`src/rtl/traffic_ctrl_mb_responder.sv`:
```
// Host mailbox (CMD/ADDRESS/RDDATA/WRDATA) that issues single downstream traffic-controller accesses.
// Optional access timeout is compiled in with `define MB_TIMEOUT_EN.
module traffic_ctrl_mb_responder #(
    parameter int TC_ADDR_W      = 16,
    parameter int TIMEOUT_CYCLES = 1024
) (
    input  logic                 clk,
    input  logic                 rst,
    input  logic [3:0]           csr_addr,
    input  logic                 csr_wr,
    input  logic [31:0]          csr_wrdata,
    input  logic                 csr_rd,
    output logic [31:0]          csr_rddata,
    output logic                 csr_rdvalid,
    output logic [TC_ADDR_W-1:0] tc_addr,
    output logic                 tc_wr,
    output logic                 tc_rd,
    output logic [31:0]          tc_wrdata,
    input  logic                 tc_waitrequest,
    input  logic [31:0]          tc_rddata,
    input  logic                 tc_rddatavalid
);

    typedef enum logic [1:0] {IDLE, WR_REQ, RD_REQ, RD_WAIT} state_e;

    state_e      state_q;
    logic        ack_q, err_q;
    logic        tc_wr_q, tc_rd_q;
    logic [31:0] addr_q, rddata_q, wrdata_q;
    logic [31:0] csr_rddata_q, csr_rddata_d;
    logic        csr_rdvalid_q;
    logic        busy, rd_pend, wr_pend;
    logic        cmd_wr, addr_wr, wdat_wr;
    logic        expired;

    assign busy    = (state_q != IDLE);
    assign rd_pend = (state_q == RD_REQ) || (state_q == RD_WAIT);
    assign wr_pend = (state_q == WR_REQ);

    // Register writes are dropped entirely while an access is in flight.
    assign cmd_wr  = csr_wr && !busy && (csr_addr == 4'h0);
    assign addr_wr = csr_wr && !busy && (csr_addr == 4'h4);
    assign wdat_wr = csr_wr && !busy && (csr_addr == 4'hC);

    // ADDRESS and WRDATA cannot change while busy, so the downstream bus drives straight from them.
    assign tc_addr     = addr_q[TC_ADDR_W-1:0];
    assign tc_wrdata   = wrdata_q;
    assign tc_wr       = tc_wr_q;
    assign tc_rd       = tc_rd_q;
    assign csr_rddata  = csr_rddata_q;
    assign csr_rdvalid = csr_rdvalid_q;

`ifdef MB_TIMEOUT_EN
    localparam int TW = $clog2(TIMEOUT_CYCLES) + 1;
    logic [TW-1:0] tmr_q;

    always_ff @(posedge clk) begin
        if (rst || !busy) tmr_q <= '0;
        else              tmr_q <= tmr_q + 1'b1;
    end

    assign expired = busy && (tmr_q == TW'(TIMEOUT_CYCLES - 1));
`else
    assign expired = 1'b0;
`endif

    always_comb begin
        csr_rddata_d = 32'h0;
        case (csr_addr)
            4'h0:    csr_rddata_d = {27'b0, err_q, busy, ack_q, wr_pend, rd_pend};
            4'h4:    csr_rddata_d = addr_q;
            4'h8:    csr_rddata_d = rddata_q;
            4'hC:    csr_rddata_d = wrdata_q;
            default: csr_rddata_d = 32'h0;
        endcase
    end

    always_ff @(posedge clk) begin
        if (rst) begin
            state_q       <= IDLE;
            ack_q         <= 1'b0;
            err_q         <= 1'b0;
            tc_wr_q       <= 1'b0;
            tc_rd_q       <= 1'b0;
            addr_q        <= 32'h0;
            rddata_q      <= 32'h0;
            wrdata_q      <= 32'h0;
            csr_rddata_q  <= 32'h0;
            csr_rdvalid_q <= 1'b0;
        end else begin
            // Read data is sampled before this edge's state update, so completion is not visible yet.
            csr_rdvalid_q <= csr_rd;
            if (csr_rd) csr_rddata_q <= csr_rddata_d;
            if (addr_wr) addr_q <= csr_wrdata;
            if (wdat_wr) wrdata_q <= csr_wrdata;

            case (state_q)
                IDLE: begin
                    if (cmd_wr) begin
                        case (csr_wrdata[1:0])
                            2'b00: begin
                                ack_q <= 1'b0;
                                err_q <= 1'b0;
                            end
                            2'b01: begin
                                ack_q   <= 1'b0;
                                err_q   <= 1'b0;
                                tc_rd_q <= 1'b1;
                                state_q <= RD_REQ;
                            end
                            2'b10: begin
                                ack_q   <= 1'b0;
                                err_q   <= 1'b0;
                                tc_wr_q <= 1'b1;
                                state_q <= WR_REQ;
                            end
                            default: ;
                        endcase
                    end
                end
                WR_REQ: begin
                    if (!tc_waitrequest) begin
                        tc_wr_q <= 1'b0;
                        ack_q   <= 1'b1;
                        state_q <= IDLE;
                    end else if (expired) begin
                        tc_wr_q <= 1'b0;
                        ack_q   <= 1'b1;
                        err_q   <= 1'b1;
                        state_q <= IDLE;
                    end
                end
                RD_REQ: begin
                    if (!tc_waitrequest) begin
                        tc_rd_q <= 1'b0;
                        if (tc_rddatavalid) begin
                            rddata_q <= tc_rddata;
                            ack_q    <= 1'b1;
                            state_q  <= IDLE;
                        end else begin
                            state_q  <= RD_WAIT;
                        end
                    end else if (expired) begin
                        tc_rd_q  <= 1'b0;
                        rddata_q <= 32'hFFFF_FFFF;
                        ack_q    <= 1'b1;
                        err_q    <= 1'b1;
                        state_q  <= IDLE;
                    end
                end
                RD_WAIT: begin
                    if (tc_rddatavalid) begin
                        rddata_q <= tc_rddata;
                        ack_q    <= 1'b1;
                        state_q  <= IDLE;
                    end else if (expired) begin
                        rddata_q <= 32'hFFFF_FFFF;
                        ack_q    <= 1'b1;
                        err_q    <= 1'b1;
                        state_q  <= IDLE;
                    end
                end
                default: state_q <= IDLE;
            endcase
        end
    end

endmodule

```
`config.mk`:
```
export PLATFORM = sky130hd
export DESIGN_NAME = traffic_ctrl_mb_responder
export DESIGN_NICKNAME = d
export VERILOG_FILES = /design/src/rtl/traffic_ctrl_mb_responder.sv
export SDC_FILE = /design/constraint.sdc
export NUM_CORES = 1
export LEC_CHECK = 0
export ABC_CLOCK_PERIOD_IN_PS = 1500
export CORE_MARGIN = 3
export CORE_UTILIZATION = 27
export CTS_BUF_LIST = sky130_fd_sc_hd__clkbuf_16
export DETAILED_ROUTE_END_ITERATION = 8
export GPL_ROUTABILITY_DRIVEN = 0
export PLACE_DENSITY = 0.51
export RECOVER_POWER = 100
export SKIP_LAST_GASP = 1
export SLEW_MARGIN = 20
export SYNTH_ARGS = -nofsm -noshare
export SYNTH_HDL_FRONTEND = slang
export SYNTH_SLANG_ARGS = --single-unit
```
`constraint.sdc`:
```
create_clock -name clk -period 1.5 [get_ports clk]
set_input_delay 0.3 -clock clk [delete_from_list [all_inputs] [get_ports clk]]
set_output_delay 0.3 -clock clk [all_outputs]
set_load 0.01 [all_outputs]
```
==> metrics.md <==
| Metric | Value |
|---|---|
| Status | complete, no violations |
| Initial antenna violation count | 0 |
| Starting Density | 0.277 |
| Largest net degree at the start of global routing | 42 |
| Post-synth top area share | 0.494 |
| Yosys cell types | 34 |
| DP Worst Slack | -0.533 ns |
| Placed inst area | roughly 7500 um^2 |
| Rel. slew slack | 0.665 |
| Worst Reg-to-Reg Cells | 6 |
| Num ports | 157 |
| DR vias/cell | ~4.5 |
| Syn nets | 766 |
| Yosys Warn Count | 0 |
| Mean Syn Cell Area | approximately 7.8 um^2 |
| Layout Utilization | 0.402 |
| Gr ovfl total | 0 |
| Final period util | 0.939 |
| Fin. max-slew vios | 0 |
| P_leak | around 3.1 nW |
| Vias in the first global route | 4898 |
| CTS clk-pin slew, worst paths | around 0.060 ns |
| CTS tree | built |
| Reg-to-Reg End | tc_wrdata[25] |
| Worst Setup End Kind | register |
| Mapped cell area | between 5000 and 6000 um^2 |
| Sequential element share of the synthesized area | 0.494 |
| CP Max Fanout | 19 |
| Critical Path AT | around 1.7 ns |
| P&R area growth vs syn | 45.3% |
| RR Startpoint | state_q[1] |
| Share of cells above drive strength 1 | 0.0894 |
| Final Hold Viols | 0 |
| Mapped Cells | around 690 |
| WS Path Type | reg2reg |
| NumNets Final | ~900 |
| Crit path time final | about 1.4 ns |
| DRT Wirelength | between 15000 and 20000 um |
| DR pass1 iterations | 5 |
| Die ar. | roughly 22000 um^2 |
| WL/cell | approximately 16 um |
| DRC | 0 |
| Initial drt markers | around 210 |
| Req. time, crit path | 1.79 ns |
| # placed instances | 1088 |
| H-Tree Level Count | 4 |
| Setup bufs post-CTS | 0 |
| Worst reg-to-reg setup slack | 0.09 ns |
| Clk_lat worst skew | between 0.4 and 0.5 ns |
| DRT antenna net count | 0 |
| Cts bufs inserted | 17 |
| Pwr dens | around 1000 nW/um^2 |
| Cell Rows | 51 |
| Synth area leaders | dfxtp_1 49%, nand2_1 16%, a21oi_1 12%, mux2i_1 6.3%, buf_4 2.5% |
| Chip Height | 148 um |
| Critical Path Source | state_q[1] |
| Fillcell total | just over 2000 |
| Worst vdd ir | 731 uV |
| Setup WS post-layout | 0.0919 ns |
| Hold buffers post-CTS | 0 |
| Fmax | ~0.71 GHz |
| GR Util All Layers | 0.161 |
| Measured slew at the worst slew-check pin | ~0.50 ns |
| Nature of the critical path startpoint | register |
| Clock root buffer | clkbuf_16 |
| Core box area | between 15000 and 20000 um^2 |
| Maxcap violations | 0 |
| Tot Pwr | approximately 8.0 mW |
| Tightest Hold Check Type | in2reg |
| # diodes | 0 |
| CP endpoint | tc_wrdata[25] |
| Dpl hpwl | about 12000 um |
| Fin area | around 7900 um^2 |
| Yosys reg bits | approximately 130 |
| Die width | between 100 and 150 um |
| CTS Sinks | between 100 and 150 |
| Via count | ~5000 |
| Layout Cells excl Fill | approximately 1100 |
| Final setup violation count | 0 |
| Setup Skew | about 0.0063 ns |
| Port Buffers | roughly 160 |
| Global-route wire length before repair | around 27000 um |
| Yosys top cell by area | dfxtp_1 |
| CTS Buffer Depth | 2 |
-- flip-flops by register name, summed over array words and instances, names as in the netlist --
name	cells
ack_q	1
addr_q	32
csr_rddata	32
csr_rdvalid	1
rddata_q	32
state_q	2
tc_rd	1
tc_wr	1
tc_wrdata	32
-- final cells by class --
type / count / area [um^2] / share of cell area
Tap cell: 265 / 332 / 0.0421
Clock buffer: 17 / 425 / 0.0540
Inverter: 4 / 15.0 / 0.00190
Clock inverter: 10 / 96.3 / 0.0122
Sequential cell: 134 / 2680 / 0.340
Timing Repair Buffer: 197 / 1900 / 0.241
Multi-Input combinational cell: 488 / 2430 / 0.308
-- placed cells by master (no fill, tap or decap), types with 3 or more instances in the layout --
| cell | n |
|---|---|
| nor2b_1 | 3 |
| buf_12 | 12 |
| clkdlybuf4s50_1 | 68 |
| dlygate4sd2_1 | 85 |
| mux2i_1 | 34 |
| inv_1 | 7 |
| nor2_1 | 32 |
| o21ai_1 | 6 |
| dfxtp_1 | 134 |
| o21ai_0 | 26 |
| buf_4 | 27 |
| a21oi_1 | 128 |
| clkbuf_16 | 17 |
| nand2_1 | 225 |
-- Yosys cell counts --
master    instances
nand4_1           1
inv_1             4
o22ai_1           2
and2_1            1
nand4b_1          1
o21ai_0          16
nand2b_1          2
nor3b_2           1
a221oi_1          1
o32ai_1           1
clkbuf_1         28
mux2_2            1
or3b_1            1
a21oi_1         128
o21ai_1          16
a31oi_1           2
and4b_1           1
buf_4            18
nor4_4            1
a221oi_2          1
and3_1            2
nor2_1           35
a32o_1            2
xnor2_1           1
dfxtp_1         134
nand2_1         225
buf_2            20
nor3b_1           2
mux2i_1          34
or3_1             2
nand3_1           2
nor3_1            2
nor2b_1           3
and4_1            1
-- where the power goes --
part,switching (mW),internal [mW]
Clock,1.47,2.36
Sequential,0.0162,3.59
Combinational,0.268,0.292
-- metrics by stage --
| stage | setup TNS (ns) | hold WS [ns] |
|---|---|---|
| global placement | -47.34 | 0.436 |
| CTS | -0.0119 | 0.209 |
| floorplan | 0 | 0.405 |
| finish | 0 | 0.224 |
| global route | -0.0758 | 0.229 |
| detailed placement | -49.54 | 0.441 |
-- repair_timing --
| action | in CTS | in global routing |
|---|---|---|
| pin swaps | 1 | 1 |
| gates resized for setup | 85 | 8 |
| endpoints found under the setup margin | 119 | 90 |
-- layer usage --
metal | wire length (um) | track usage
met1 | 8020 | 0.212
met2 | 8290 | 0.258
met3 | 1020 | 0.0435
met5 | 0 | 0
met4 | 189 | 0.0489
-- cell families (layout without fill, tap and decap cells) --
group,count (synthesis),count (layout),synth area share
buffers and inverters,70,228,0.0655
AO/OA/AOI/OAI,169,169,0.162
AND/OR/NAND/NOR,283,283,0.212
flip-flops,134,134,0.494
XOR/XNOR,1,1,0.00161
multiplexers,35,35,0.0648
-- worst min-delay path by stage --
stage	start	end	slack [ns]	depth (start not counted)
after floorplan	rst	csr_rdvalid	0.41	1
after global placement	csr_rddata[18]	csr_rddata[18]	0.44	2
after detailed placement	csr_rddata[20]	csr_rddata[20]	0.44	2
after CTS	rst	tc_wrdata[0]	0.21	2
after global routing	rst	addr_q[29]	0.23	2
final	rst	tc_wrdata[0]	0.22	2
-- critical path, stage by stage, from the launching register on --
cell     delay [ns]
dfxtp_1        0.32
nor2_2         0.22
buf_4          0.16
nand4_1        0.14
buf_4          0.27
nand2_1        0.10
a21oi_1        0.06
Note: power is estimated with default switching activity, not from simulation.
